**src/rtl/alu_issue_if.sv**
```systemverilog
// alu_issue_if: decode -> execute issue bundle for the RISC-toy core.
//   master: decode/hazard side. Drives the decoded instruction, the M/W
//           write-back candidates, STALL_E and FLUSH. Receives READY_D and the E-stage fields.
//   slave : alu_issue. Receives the decode, M/W, STALL_E and FLUSH signals.
//           Drives READY_D (combinational) and the registered E-stage outputs.
interface alu_issue_if;
  localparam int unsigned DW   = 32;
  localparam int unsigned AW   = 5;
  localparam int unsigned OPW  = 5;
  localparam int unsigned ALUW = 4;

  logic            VALID_D;
  logic            READY_D;
  logic [OPW-1:0]  OP_D;
  logic [AW-1:0]   RA1_D;
  logic [AW-1:0]   RA2_D;
  logic            USE1_D;
  logic            USE2_D;
  logic [DW-1:0]   RD1_D;
  logic [DW-1:0]   RD2_D;
  logic [DW-1:0]   IMM_D;
  logic            IMM_SEL_D;
  logic [AW-1:0]   WA_D;
  logic            WE_D;
  logic [AW-1:0]   WA_M;
  logic            WE_M;
  logic [DW-1:0]   WD_M;
  logic [AW-1:0]   WA_W;
  logic            WE_W;
  logic [DW-1:0]   WD_W;
  logic            STALL_E;
  logic            FLUSH;
  logic            VALID_E;
  logic [ALUW-1:0] ALUOP_E;
  logic [DW-1:0]   ALUSRC1;
  logic [DW-1:0]   ALUSRC2;
  logic [AW-1:0]   WA_E;
  logic            WE_E;
  logic            LD_E;

  modport master (
    output VALID_D, OP_D, RA1_D, RA2_D, USE1_D, USE2_D, RD1_D, RD2_D,
           IMM_D, IMM_SEL_D, WA_D, WE_D, WA_M, WE_M, WD_M, WA_W, WE_W, WD_W,
           STALL_E, FLUSH,
    input  READY_D, VALID_E, ALUOP_E, ALUSRC1, ALUSRC2, WA_E, WE_E, LD_E
  );

  modport slave (
    input  VALID_D, OP_D, RA1_D, RA2_D, USE1_D, USE2_D, RD1_D, RD2_D,
           IMM_D, IMM_SEL_D, WA_D, WE_D, WA_M, WE_M, WD_M, WA_W, WE_W, WD_W,
           STALL_E, FLUSH,
    output READY_D, VALID_E, ALUOP_E, ALUSRC1, ALUSRC2, WA_E, WE_E, LD_E
  );
endinterface

```
**src/rtl/alu_issue.sv**
```systemverilog
// alu_issue: execute-stage issue register for the RISC-toy core.
// Decodes the opcode into the ALU op and selects and forwards the operands.
// It also owns the load-use interlock and the stall/flush handshake.
// Ports: CLK, RSTN (async active-low), bus (alu_issue_if.slave).
// Option: define ALU_ISSUE_FWD_EN to enable M/W operand forwarding. Without
// it, operands come straight from the register file and decode interlocks
// on any pending M/W writer of a used source.
module alu_issue (
  input logic        CLK,
  input logic        RSTN,
  alu_issue_if.slave bus
);
  localparam int unsigned DW   = 32;
  localparam int unsigned AW   = 5;
  localparam int unsigned ALUW = 4;

  logic [ALUW-1:0] r_aluop, w_nxt_aluop, w_aluop;
  logic [DW-1:0]   r_src1, w_nxt_src1, w_src1;
  logic [DW-1:0]   r_src2, w_nxt_src2, w_src2;
  logic [AW-1:0]   r_wa, w_nxt_wa;
  logic            r_valid, w_nxt_valid;
  logic            r_we, w_nxt_we;
  logic            r_ld, w_nxt_ld, w_ld;
  logic            w_load_use, w_raw, w_hazard;

  // Opcode translation to the ALU operation code
  always_comb begin
    w_aluop = ALUW'(0);
    unique case (bus.OP_D)
      5'd0, 5'd4, 5'd19, 5'd20, 5'd21, 5'd22: w_aluop = ALUW'(1);
      5'd5:        w_aluop = ALUW'(2);
      5'd6:        w_aluop = ALUW'(3);
      5'd7:        w_aluop = ALUW'(4);
      5'd1, 5'd8:  w_aluop = ALUW'(5);
      5'd2, 5'd9:  w_aluop = ALUW'(6);
      5'd10:       w_aluop = ALUW'(7);
      5'd11:       w_aluop = ALUW'(8);
      5'd12:       w_aluop = ALUW'(9);
      5'd13:       w_aluop = ALUW'(10);
      5'd14:       w_aluop = ALUW'(11);
      5'd3:        w_aluop = ALUW'(12);
      default:     w_aluop = ALUW'(0);
    endcase
  end

  assign w_ld = (bus.OP_D == 5'd19) || (bus.OP_D == 5'd20);

  // A load sitting in E cannot supply its data to a dependent instruction in time
  assign w_load_use = r_valid && r_ld && r_we &&
                      ((bus.USE1_D && (r_wa == bus.RA1_D)) ||
                       (bus.USE2_D && (r_wa == bus.RA2_D)));

`ifdef ALU_ISSUE_FWD_EN
  // Operand select: the M stage is younger than W, so M takes priority
  always_comb begin
    w_src1 = bus.RD1_D;
    if (bus.USE1_D && bus.WE_M && (bus.WA_M == bus.RA1_D))      w_src1 = bus.WD_M;
    else if (bus.USE1_D && bus.WE_W && (bus.WA_W == bus.RA1_D)) w_src1 = bus.WD_W;

    w_src2 = bus.RD2_D;
    if (bus.USE2_D && bus.WE_M && (bus.WA_M == bus.RA2_D))      w_src2 = bus.WD_M;
    else if (bus.USE2_D && bus.WE_W && (bus.WA_W == bus.RA2_D)) w_src2 = bus.WD_W;
    if (bus.IMM_SEL_D) w_src2 = bus.IMM_D;
  end

  assign w_raw = 1'b0;
`else
  // No bypass: hold decode until any pending writer of a used source retires
  logic w_unused_wd;
  assign w_unused_wd = ^{bus.WD_M, bus.WD_W};

  assign w_src1 = bus.RD1_D;
  assign w_src2 = bus.IMM_SEL_D ? bus.IMM_D : bus.RD2_D;
  assign w_raw  = (bus.USE1_D && ((bus.WE_M && (bus.WA_M == bus.RA1_D)) ||
                                  (bus.WE_W && (bus.WA_W == bus.RA1_D)))) ||
                  (bus.USE2_D && ((bus.WE_M && (bus.WA_M == bus.RA2_D)) ||
                                  (bus.WE_W && (bus.WA_W == bus.RA2_D))));
`endif

  assign w_hazard    = w_load_use || w_raw;
  assign bus.READY_D = !bus.STALL_E && !w_hazard;

  // Next E contents: flush beats stall, stall holds, otherwise capture or bubble
  always_comb begin
    w_nxt_valid = r_valid;
    w_nxt_aluop = r_aluop;
    w_nxt_src1  = r_src1;
    w_nxt_src2  = r_src2;
    w_nxt_wa    = r_wa;
    w_nxt_we    = r_we;
    w_nxt_ld    = r_ld;
    if (bus.FLUSH || (!bus.STALL_E && !(bus.VALID_D && !w_hazard))) begin
      w_nxt_valid = 1'b0;
      w_nxt_aluop = ALUW'(0);
      w_nxt_we    = 1'b0;
      w_nxt_ld    = 1'b0;
    end else if (!bus.STALL_E) begin
      w_nxt_valid = 1'b1;
      w_nxt_aluop = w_aluop;
      w_nxt_src1  = w_src1;
      w_nxt_src2  = w_src2;
      w_nxt_wa    = bus.WA_D;
      w_nxt_we    = bus.WE_D;
      w_nxt_ld    = w_ld;
    end
  end

  // E-stage register
  always_ff @(posedge CLK or negedge RSTN) begin
    if (!RSTN) begin
      r_valid <= 1'b0;
      r_aluop <= ALUW'(0);
      r_src1  <= DW'(0);
      r_src2  <= DW'(0);
      r_wa    <= AW'(0);
      r_we    <= 1'b0;
      r_ld    <= 1'b0;
    end else begin
      r_valid <= w_nxt_valid;
      r_aluop <= w_nxt_aluop;
      r_src1  <= w_nxt_src1;
      r_src2  <= w_nxt_src2;
      r_wa    <= w_nxt_wa;
      r_we    <= w_nxt_we;
      r_ld    <= w_nxt_ld;
    end
  end

  assign bus.VALID_E = r_valid;
  assign bus.ALUOP_E = r_aluop;
  assign bus.ALUSRC1 = r_src1;
  assign bus.ALUSRC2 = r_src2;
  assign bus.WA_E    = r_wa;
  assign bus.WE_E    = r_we;
  assign bus.LD_E    = r_ld;
endmodule

```
**src/flat_wrapper.sv**
```systemverilog
// flat-port wrapper written by rule: the top's interface ports become plain ports
module alu_issue_flat 
  (CLK, RSTN, bus_VALID_D, bus_OP_D, bus_RA1_D, bus_RA2_D, bus_USE1_D, bus_USE2_D, bus_RD1_D, bus_RD2_D, bus_IMM_D, bus_IMM_SEL_D, bus_WA_D, bus_WE_D, bus_WA_M, bus_WE_M, bus_WD_M, bus_WA_W, bus_WE_W, bus_WD_W, bus_STALL_E, bus_FLUSH, bus_READY_D, bus_VALID_E, bus_ALUOP_E, bus_ALUSRC1, bus_ALUSRC2, bus_WA_E, bus_WE_E, bus_LD_E);
  alu_issue_if bus_i ();
  input logic CLK;
  input logic RSTN;
  input wire logic [$bits(bus_i.VALID_D)-1:0] bus_VALID_D;
  input wire logic [$bits(bus_i.OP_D)-1:0] bus_OP_D;
  input wire logic [$bits(bus_i.RA1_D)-1:0] bus_RA1_D;
  input wire logic [$bits(bus_i.RA2_D)-1:0] bus_RA2_D;
  input wire logic [$bits(bus_i.USE1_D)-1:0] bus_USE1_D;
  input wire logic [$bits(bus_i.USE2_D)-1:0] bus_USE2_D;
  input wire logic [$bits(bus_i.RD1_D)-1:0] bus_RD1_D;
  input wire logic [$bits(bus_i.RD2_D)-1:0] bus_RD2_D;
  input wire logic [$bits(bus_i.IMM_D)-1:0] bus_IMM_D;
  input wire logic [$bits(bus_i.IMM_SEL_D)-1:0] bus_IMM_SEL_D;
  input wire logic [$bits(bus_i.WA_D)-1:0] bus_WA_D;
  input wire logic [$bits(bus_i.WE_D)-1:0] bus_WE_D;
  input wire logic [$bits(bus_i.WA_M)-1:0] bus_WA_M;
  input wire logic [$bits(bus_i.WE_M)-1:0] bus_WE_M;
  input wire logic [$bits(bus_i.WD_M)-1:0] bus_WD_M;
  input wire logic [$bits(bus_i.WA_W)-1:0] bus_WA_W;
  input wire logic [$bits(bus_i.WE_W)-1:0] bus_WE_W;
  input wire logic [$bits(bus_i.WD_W)-1:0] bus_WD_W;
  input wire logic [$bits(bus_i.STALL_E)-1:0] bus_STALL_E;
  input wire logic [$bits(bus_i.FLUSH)-1:0] bus_FLUSH;
  output wire logic [$bits(bus_i.READY_D)-1:0] bus_READY_D;
  output wire logic [$bits(bus_i.VALID_E)-1:0] bus_VALID_E;
  output wire logic [$bits(bus_i.ALUOP_E)-1:0] bus_ALUOP_E;
  output wire logic [$bits(bus_i.ALUSRC1)-1:0] bus_ALUSRC1;
  output wire logic [$bits(bus_i.ALUSRC2)-1:0] bus_ALUSRC2;
  output wire logic [$bits(bus_i.WA_E)-1:0] bus_WA_E;
  output wire logic [$bits(bus_i.WE_E)-1:0] bus_WE_E;
  output wire logic [$bits(bus_i.LD_E)-1:0] bus_LD_E;
  assign bus_i.VALID_D = bus_VALID_D;
  assign bus_i.OP_D = bus_OP_D;
  assign bus_i.RA1_D = bus_RA1_D;
  assign bus_i.RA2_D = bus_RA2_D;
  assign bus_i.USE1_D = bus_USE1_D;
  assign bus_i.USE2_D = bus_USE2_D;
  assign bus_i.RD1_D = bus_RD1_D;
  assign bus_i.RD2_D = bus_RD2_D;
  assign bus_i.IMM_D = bus_IMM_D;
  assign bus_i.IMM_SEL_D = bus_IMM_SEL_D;
  assign bus_i.WA_D = bus_WA_D;
  assign bus_i.WE_D = bus_WE_D;
  assign bus_i.WA_M = bus_WA_M;
  assign bus_i.WE_M = bus_WE_M;
  assign bus_i.WD_M = bus_WD_M;
  assign bus_i.WA_W = bus_WA_W;
  assign bus_i.WE_W = bus_WE_W;
  assign bus_i.WD_W = bus_WD_W;
  assign bus_i.STALL_E = bus_STALL_E;
  assign bus_i.FLUSH = bus_FLUSH;
  assign bus_READY_D = bus_i.READY_D;
  assign bus_VALID_E = bus_i.VALID_E;
  assign bus_ALUOP_E = bus_i.ALUOP_E;
  assign bus_ALUSRC1 = bus_i.ALUSRC1;
  assign bus_ALUSRC2 = bus_i.ALUSRC2;
  assign bus_WA_E = bus_i.WA_E;
  assign bus_WE_E = bus_i.WE_E;
  assign bus_LD_E = bus_i.LD_E;
  alu_issue u_core (.CLK(CLK), .RSTN(RSTN), .bus(bus_i));
endmodule
```
**config.mk**
```make
export PLATFORM = sky130hd
export DESIGN_NAME = alu_issue_flat
export DESIGN_NICKNAME = d
export VERILOG_FILES = /design/src/rtl/alu_issue_if.sv /design/src/rtl/alu_issue.sv /design/src/flat_wrapper.sv
export SDC_FILE = /design/constraint.sdc
export NUM_CORES = 1
export LEC_CHECK = 0
export CORE_MARGIN = 4
export CORE_UTILIZATION = 38
export DETAILED_ROUTE_END_ITERATION = 8
export PLACE_DENSITY_LB_ADDON = 0.3
export SLEW_MARGIN = 20
export SYNTH_ARGS = -nofsm -noshare
export SYNTH_HDL_FRONTEND = slang
export SYNTH_SLANG_ARGS = --single-unit
```
**constraint.sdc**
```tcl
create_clock -name CLK -period 3.85 [get_ports CLK]
set_input_delay 0.77 -clock CLK [delete_from_list [all_inputs] [get_ports CLK]]
set_output_delay 0.77 -clock CLK [all_outputs]
set_load 0.01 [all_outputs]
```
Word-level counts from Yosys, hierarchy flattened:

Memory sizes are Yosys's and may differ from the RTL's.
Index checks and enable logic that the tools add are counted.

* flip-flop bits (word level): 76
* bits in latches: 0
* RAM bits: 0
* memory bits (read-only): 128
* input port bits: 201
* logic and storage cells: 53
* memories kept: 1

* add/sub/neg operators: 0
* multipliers: 0
* divide/modulo/power cells: 0
* order comparisons: 0
* equal/unequal tests: 9
* shift-type cells: 0
* mux-type cells: 9
* bitwise gates (word level): 2
* reductions and logical operators: 25

Memories
* (no name shown): depth 32, bits a word 4, rd ports 1, clocked after memory_dff 0, write ports 0, line alu_issue.sv:29 `unique case (bus.OP_D)`

Operator list (count)
* $mux W32: 1
* $eq A5 B5 Y1: 6
* $logic_and A1 B1 Y1: 14
* $eq A5 B5 Y1 const B: 2
* $mux W4: 2
* $logic_or A1 B1 Y1: 7
* $mux W1: 6
* $logic_not A1 Y1: 3
* $ne A2 B1 Y1 const B: 1
* $not A1 Y1: 2
* $reduce_and A2 Y1: 1

Depth between registers and ports, before layout:

Gate-level depths: netlist of run 1.

* depth after elaboration: 13
* mapped depth: 9

Least setup slack after synthesis of run 1:

Ideal clock, no wire load.

* kind: in2reg
* from: in bus_WA_W[3]
* to: reg u_core.r_src1[0], in the netlist u_core.bus.ALUSRC1[0]
* data arrival time: 2.453 ns
* required time: 3.725 ns
* slack: 1.272 ns
* cell stages on the path: 9
* path buffers: 3
* cell sequence: xor2_1 > nor4_1 > a41oi_1 > nand3_1 > or4_1 > clkbuf_1 > buf_6 > buf_6 > mux2_4

* longest elaborated chain between the ends: 13
* elaborated cells between the ends (all ways): 17
* those cells by class: eq/ne (2); bitwise (1); reduce/logical (14)

RTL lines
* from (decl): line flat_wrapper.sv:22 `input wire logic [$bits(bus_i.WA_W)-1:0] bus_WA_W;`
* $eq A5 B5 Y1 (on tied branches): line alu_issue.sv:75, alu_issue.sv:77
* $logic_and A1 B1 Y1 (on tied branches): line alu_issue.sv:75, alu_issue.sv:77
* $logic_or A1 B1 Y1 (on tied branches): line alu_issue.sv:74, alu_issue.sv:76
* $logic_and A1 B1 Y1 (on tied branches): line alu_issue.sv:74, alu_issue.sv:76
* $logic_or A1 B1 Y1 (*): line alu_issue.sv:75 `(bus.WE_W && (bus.WA_W == bus.RA1_D)))) ||`
* $logic_or A1 B1 Y1 (*): line alu_issue.sv:80 `assign w_hazard = w_load_use || w_raw;`
* $logic_not A1 Y1 (*): line alu_issue.sv:92 `if (bus.FLUSH || (!bus.STALL_E && !(bus.VALID_D && !w_hazard))) begin`
* $logic_and A1 B1 Y1 (*): line alu_issue.sv:92
* $logic_not A1 Y1 (*): line alu_issue.sv:92
* $logic_and A1 B1 Y1 (*): line alu_issue.sv:92
* $logic_or A1 B1 Y1 (*): line alu_issue.sv:92
* $not A1 Y1 (no source line) (*)
* $reduce_and A2 Y1 (no source line) (*)
* to (signal assigned): line alu_issue.sv:121 `r_src1 <= w_nxt_src1;`
* to (decl): line alu_issue.sv:18 `logic [DW-1:0] r_src1, w_nxt_src1, w_src1;`

Every way passes the cells marked *; elsewhere a longest branch is shown, timed or not.
A chain may end at the register's enable or synchronous reset.

Final worst setup path of run 1:

* from: in bus_RA1_D[4]
* to: out bus_READY_D

* longest elaborated chain between the ends: 8
* elaborated cells between the ends (all ways): 14
* those cells by class: eq/ne (3); reduce/logical (11)

RTL lines
* from (decl): line flat_wrapper.sv:9 `input wire logic [$bits(bus_i.RA1_D)-1:0] bus_RA1_D;`
* $eq A5 B5 Y1 (on tied branches): line alu_issue.sv:74, alu_issue.sv:75
* $logic_and A1 B1 Y1 (on tied branches): line alu_issue.sv:74, alu_issue.sv:75
* $logic_or A1 B1 Y1: line alu_issue.sv:74 `assign w_raw = (bus.USE1_D && ((bus.WE_M && (bus.WA_M == bus.RA1_D)) ||`
* $logic_and A1 B1 Y1: line alu_issue.sv:74
* $logic_or A1 B1 Y1: line alu_issue.sv:75
* $logic_or A1 B1 Y1 (*): line alu_issue.sv:80
* $logic_not A1 Y1 (*): line alu_issue.sv:81 `assign bus.READY_D = !bus.STALL_E && !w_hazard;`
* $logic_and A1 B1 Y1 (*): line alu_issue.sv:81
* to (decl): line flat_wrapper.sv:27 `output wire logic [$bits(bus_i.READY_D)-1:0] bus_READY_D;`

Marks and branches as above.

==> results of run 1 <==
critical path, stage by stage:
cell and delay (ns):
clkdlybuf4s50_1 0.58, xor2_1 0.21, nor4_1 0.08, a41oi_1 0.21, nand3_1 0.12, nor3_1 0.20
clkdlybuf4s50_1 0.57
cells by family after synthesis:
family	share of synthesized area
DFF	0.491
and+or+nand+nor	0.0410
AOI/OAI and AO/OA	0.0281
buffers and inverters	0.0290
adders and majority gates	0.0129
xor gates and xnor gates	0.0678
muxes	0.331
cell type report:
| type | instances | area share |
|---|---|---|
| flip-flops and latches | 76 | 0.301 |
| clock inverters | 6 | 0.0137 |
| well taps | 133 | 0.0263 |
| multi-input cells | 183 | 0.295 |
| inverters | 5 | 0.00297 |
| repair buffers | 216 | 0.341 |
| clock buffers | 10 | 0.0202 |
stage by stage:
step	area, µm²	total power [mW]	worst slack [ns]	cells
after global placement	6100	1.97	0.400	613
after global routing	6320	2.77	0.137	629
after detailed placement	6100	1.99	0.338	613
final	6320	2.63	0.345	629
after floorplan	3880	1.43	1.27	278
after CTS	6320	2.67	0.337	629
where the power goes:
part | internal (mW) | switching [mW]
registers | 0.957 | 0.0935
clock network | 0.366 | 0.303
logic | 0.606 | 0.307
total | 1.93 | 0.703
state kept, by name, summed over array words and instances (netlist names):
signal and flops:
u_core.bus.ALUSRC2 32, u_core.bus.ALUSRC1 32, u_core.bus.ALUOP_E 4, u_core.bus.WE_E 1, u_core.bus.VALID_E 1, u_core.bus.WA_E 5, u_core.bus.LD_E 1
layout by cell type, fill, tap and decap left out:
cell type,instances
a211oi_1,1
a21boi_0,1
a21oi_1,1
a41oi_1,1
buf_4,4
bufinv_16,2
clkbuf_1,1
clkbuf_8,9
clkdlybuf4s50_1,212
clkinv_2,2
clkinvlp_4,1
dfrtp_1,76
ha_1,4
inv_1,5
inv_6,1
mux2_2,68
mux2_4,33
mux2i_1,2
nand2_1,12
nand2b_1,1
nand3_1,2
nand4_1,5
nor2_1,1
nor2b_1,1
nor3_1,2
nor3b_1,1
nor4_1,5
o21a_1,1
o21ai_0,5
o31ai_1,3
o41ai_1,1
o41ai_2,1
or4_4,1
xnor2_1,10
xor2_1,20
per-layer routing:
metal,GRT usage,share of wire
met1,0.201,0.38
met2,0.301,0.51
met3,0.0657,0.10
met4,0.0568,0.0096
met5,0,0
final timing paths:
path / startpoint / endpoint / slack (ns) / cells past startpoint
worst min register to register: u_core.bus.ALUOP_E[3] / u_core.bus.ALUOP_E[3] / 0.49 / 2
worst max-delay path: bus_RA1_D[4] / bus_READY_D / 0.35 / 7
min in group asynchronous: RSTN / u_core.bus.ALUSRC2[27] / 0.57 / 1
worst min-delay path: u_core.bus.ALUOP_E[3] / u_core.bus.ALUOP_E[3] / 0.49 / 2
worst max register to register: u_core.bus.WA_E[3] / u_core.bus.ALUSRC1[24] / 1.51 / 6
max in group asynchronous: RSTN / u_core.bus.ALUSRC2[20] / 2.65 / 1
==> results.md, run 1 <==
- CTS Sinks: 76
- Final Wtd Congestion: 0.840
- Worst hold path class: reg2reg
- # DRC: 0
- Crit start category: input port
- Synth Area per Inst: 13.9 µm²
- Via/cell ratio: 4.78
- Area contributors post-synth: dfrtp_1 49%, mux2_2 20%, mux2_4 13%
- Total I/O pin count: 278
- Worst-path clk slew: 0.08 ns
- Nets@finish: 696
- HPWL reported at the end of detailed placement: 8200 µm
- Lkg Pwr: 2.70 nW
- First-pass DRT Iterations: 4
- Req. time, crit path: 3.08 ns
- Die area: 11,900 µm²
- Syn Std Cell Area: 3880 µm²
- Post-DRT Antenna Nets: 0
- Max-cap violations: 0
- Post-synth top flop: dfrtp_1
- Cells after synthesis: 278
- Synth Register Bits: 76
- Drt wl/cell: 17.1 µm
- Status: completed
- First-pass GRT wire length: 16,100 µm
- Fraction of layout cells with a size suffix above 1: 0.246
- Number of CTS-inserted buffers: 9
- Final period util: 0.910
- Register area: 1900 µm²
- Post-CTS sizing: 0
- Initial antenna violation count: 0
- Area Overhead vs Synth: 63.0%
- ANT cells: 0
- Row cnt: 36
- CTS tree: done
- Area of the multi-input gates: 1870 µm²
- Critical path endpoint category: primary output
- Crit Path Category: in2out
- Post-synth EDFFs: 0
- Top-area cell type share of the netlist area: 0.491
- # setup viols final: 0
- Final Hold Fails: 0
- Post-route minimum period: 3.50 ns
- Most frequent cell after synthesis: dfrtp_1
- Fillcell total: 759
- Initial DRC Count: 100
- Final core utilization: 0.641
- Number of global-route vias before repair: 3,215
- Register area share after synthesis: 0.491
- Clk buf depth: 2
- GRT Overall Usage: 0.175
- Warnings from Yosys: 0
- Cell accounting for the most synthesized area: dfrtp_1
- Unrepaired setup endpoints after global routing: no
- Crit path max fanout: 3
- Max VDD drop: 0.218 mV
- Setup Buffers After CTS: 0
- Core area: 9860 µm²
- Slew HR: 0.353
- PwrDens: 417 nW/µm²
- Global route overflow: 0
- Fmax: 0.285 GHz
- H-tree depth: 3
- Port Buf Inserts: 213
- Starting Density: 0.393
- Asr flop ratio synth: 1.00
- DR vias: 3,007
- Clock latency on the worst-skew pair: 0.34 ns
- Die H: 109 µm
- Crit path DAT: 2.73 ns
- Least-Margin Pin Slew: 0.971 ns
- Synthesized Nets: 483
- Pins Over Slew Limit: 0
- Root buf cell: clkbuf_8
- Total Neg Setup Slack: 0 ns
- Fin Hold WS: 0.487 ns
- Clock skew: 0.0162 ns
- Largest net degree at the start of global routing: 77
- Post-synth top cells: 76 x dfrtp_1, 68 x mux2_2, 33 x mux2_4, 20 x xor2_1, 12 x nand2_1
- Drt total wl: 10,800 µm
- Synth cell types: 30
- # hold bufs at CTS: 0
- Die width: 109 µm
(Power assumes the default switching activity.)
==> run 2: changes to the inputs <==
- ABC_AREA: not set -> 1
- CORE_UTILIZATION: 38 -> 40
- PLACE_DENSITY: not set -> 0.95
- PLACE_DENSITY_LB_ADDON: 0.3 -> not set
- SLEW_MARGIN: 20 -> not set
==> run 2 against run 1 <==
  * Cell count grew 41%
  * Critical path depth rose by 3
  * Hold slack worse by 0.016 ns
  * Maximum frequency grew 4.2%
  * Final area up 6.6%
  * First-iteration DRC count rose to 3.4 times the previous value
  * Synthesized area is 14% higher
  * Register-to-register slack better by 0.38 ns
  * Synthesized cell count rose by 95%
  * Critical path type unchanged
  * Largest cell class is now multi-input combinational cells
  * Largest power group unchanged
==> results.md, run 2 <==
- Status: completed
- Max-cap violations: 0 (unchanged)
- First-pass DRT Iterations: 4 (unchanged)
- Initial antenna violation count: 0 (unchanged)
- # hold bufs at CTS: 0 (unchanged)
- Most frequent cells in the layout: 235 x nand2_1, 212 x clkdlybuf4s50_1, 76 x dfrtp_1
- Port Buf Inserts: 213 (unchanged)
- Synth cell types: 24 (-20%)
- CTS tree: done
- HPWL reported at the end of detailed placement: 9900 µm (+21%)
- Worst setup path end: bus_READY_D
- Via/cell ratio: 4.90 (+2.5%)
- Initial DRC Count: 339 (+240%)
- Total I/O pin count: 278 (unchanged)
- Placed cell area: 6580 µm² (+7.8%)
- Area contributors post-synth: dfrtp_1 43%, nand2_1 20%, nand3_2 11%
- Fin area: 6730 µm² (+6.6%)
- Drt total wl: 13,500 µm (+25%)
- Setup Buffers After CTS: 0 (unchanged)
- Nets@finish: 948 (+36%)
- Post-synth top flop: dfrtp_1
- Final Wtd Congestion: 0.924 (+9.9%)
- Max VDD drop: 0.199 mV (-8.7%)
- Pre-CTS WS: 0.488 ns (+0.150 ns)
- DR vias: 4,340 (+44%)
- First-pass GRT wire length: 20,800 µm (+29%)
- H-tree depth: 3 (unchanged)
- Pins Over Slew Limit: 0 (unchanged)
- Cell accounting for the most synthesized area: dfrtp_1
- Post-route minimum period: 3.36 ns (-0.142 ns)
- Most frequent cell after synthesis: nand2_1
- Crit start category: input port
- Post-synth top cells: 235 x nand2_1, 76 x dfrtp_1, 50 x nand3_2, 33 x nand3_1, 32 x mux2_2
- Core area: 10,800 µm² (+9.9%)
- Crit path max fanout: 6 (+3)
- Register area share after synthesis: 0.429 (-0.0617)
- Die area: 12,800 µm² (+8.0%)
- Final period util: 0.873 (-0.0368)
- Commonest non-fill, non-tap cell in the layout: nand2_1
- GRT Overall Usage: 0.202 (+0.0267)
- Drt wl/cell: 15.2 µm (-11%)
- Synthesized Nets: 746 (+54%)
- Clock latency on the worst-skew pair: 0.34 ns (about the same)
- Top-area cell type share of the netlist area: 0.429 (-0.0617)
- Fmax: 0.297 GHz (+4.2%)
- Crit Path Category: in2out
- Final WS setup: 0.487 ns (+0.142 ns)
- Slew HR: 0.357 (+0.00426)
- Cells after synthesis: 541 (+95%)
- Fraction of layout cells with a size suffix above 1: 0.145 (-0.101)
- CP startpoint: bus_RA1_D[0]
- Crit path DAT: 2.59 ns (-0.14 ns)
- Starting Density: 0.409 (+0.0161)
- Reg2reg setup slack: 1.89 ns (+0.38 ns)
- Worst r2r dst: u_core.bus.ALUSRC2[16]
- Die width: 113 µm (+3.9%)
- Critical path endpoint category: primary output
- Post-DRT Antenna Nets: 0 (unchanged)
- ANT cells: 0 (unchanged)
- Number of CTS-inserted buffers: 9 (unchanged)
- Post-synth EDFFs: 0 (unchanged)
- Row cnt: 38 (+5.6%)
- Overall power: 2.36 mW (-10%)
- Warnings from Yosys: 0 (unchanged)
- Worst hold path class: reg2reg
- Syn Std Cell Area: 4430 µm² (+14%)
- Post-CTS sizing: 0 (unchanged)
- # setup viols final: 0 (unchanged)
- Worst-path clk slew: 0.07 ns (about the same)
- Largest net degree at the start of global routing: 77 (unchanged)
- Final Hold Fails: 0 (unchanged)
- Global route overflow: 0 (unchanged)
- Synth Area per Inst: 8.20 µm² (-41%)
- Number of global-route vias before repair: 4,218 (+31%)
- Asr flop ratio synth: 1.00 (unchanged)
- Post-placement cell count: 872 (+42%)
- Total Neg Setup Slack: 0 ns (unchanged)
- Least-Margin Pin Slew: 0.964 ns (-0.00639 ns)
- Clk buf depth: 2 (unchanged)
- Lkg Pwr: 3.19 nW (+19%)
- Finished Layout Cells: 886 (+41%)
- PwrDens: 350 nW/µm² (-16%)
- CTS Sinks: 76 (unchanged)
- Synth Register Bits: 76 (unchanged)
- Req. time, crit path: 3.08 ns (about the same)
- # DRC: 0 (unchanged)
- Worst reg2reg path depth: 11 (+5)
- Reg2Reg Launch Point: u_core.bus.WA_E[1]
- Die H: 113 µm (+3.9%)
- Hold_sp: u_core.bus.ALUSRC1[6]
- Area Overhead vs Synth: 51.8%
- Unrepaired setup endpoints after global routing: no
- Clock skew: 0.00995 ns (-0.00620 ns)
- Root buf cell: clkbuf_8
[run 2: cell count changes after synthesis, sizes merged, moves of 3 or more]
| cell | change |
|---|---|
| mux2 | -69 |
| xnor2 | -10 |
| o21ai | +3 |
| nor3 | +3 |
| nor4 | -5 |
| buf | +14 |
| nor2 | +30 |
| a21oi | +3 |
| nand2 | +223 |
| nand3 | +81 |
| xor2 | -20 |
| nand4 | -4 |
| inv | +27 |
[run 2: cells by family after synthesis]
logic type / count (synthesis) / synth area share
compound gates: 15 / 0.0195
fa+ha+maj: 4 / 0.0113
buf+inv: 59 / 0.0751
flops: 76 / 0.429
mux: 32 / 0.0813
simple gates: 355 / 0.384
[run 2: critical path: stages]
cell             delay (ns)
clkdlybuf4s50_1        0.59
nand2_1                0.08
nand2_1                0.06
nor2_1                 0.04
nand3_1                0.08
nand2_1                0.06
nand2_1                0.09
nand2_1                0.11
nor3_1                 0.14
clkdlybuf4s50_1        0.58
[run 2: worst min path at each step]
stage	endpoint	slack, ns	cells past startpoint
floorplan	u_core.bus.ALUOP_E[0]	0.47	0
detailed placement	u_core.bus.ALUSRC2[1]	0.46	2
finish	u_core.bus.ALUSRC1[6]	0.47	2
global route	u_core.bus.ALUSRC1[23]	0.49	2
CTS	u_core.bus.ALUSRC2[1]	0.48	2
global placement	u_core.bus.ALUSRC1[24]	0.45	2
[run 2: per-stage QoR]
step,hold WS (ns),util
2_1_floorplan,0.474,-
6_report,0.472,0.621
5_1_grt,0.493,0.621
4_1_cts,0.476,0.621
3_5_place_dp,0.457,0.607
3_3_place_gp,0.453,0.607
[run 2: final cells by class]
cell class | count | area [µm²]
Timing Repair Buffer | 218 | 2180
Multi-Input combinational cell | 406 | 2210
Inverter | 32 | 120
Clock buffer | 12 | 135
Fill cell | 941 | 4110
Tap cell | 140 | 175
Sequential cell | 76 | 1900
Clock inverter | 2 | 13.8
[run 2: layer usage]
metal | global-route usage | share of wire | wire length, µm
met5 | 0 | 0 | 0
met1 | 0.242 | 0.39 | 5290
met4 | 0.0561 | 0.013 | 172
met3 | 0.0503 | 0.073 | 985
met2 | 0.359 | 0.52 | 7000
[run 2: power breakdown]
group / internal [mW] / total (mW) / switching [mW] / leakage [nW]
Sequential: 0.935 / 1.02 / 0.0825 / 0.958
Combinational: 0.466 / 0.833 / 0.367 / 2.16
Clock: 0.228 / 0.507 / 0.279 / 0.0763
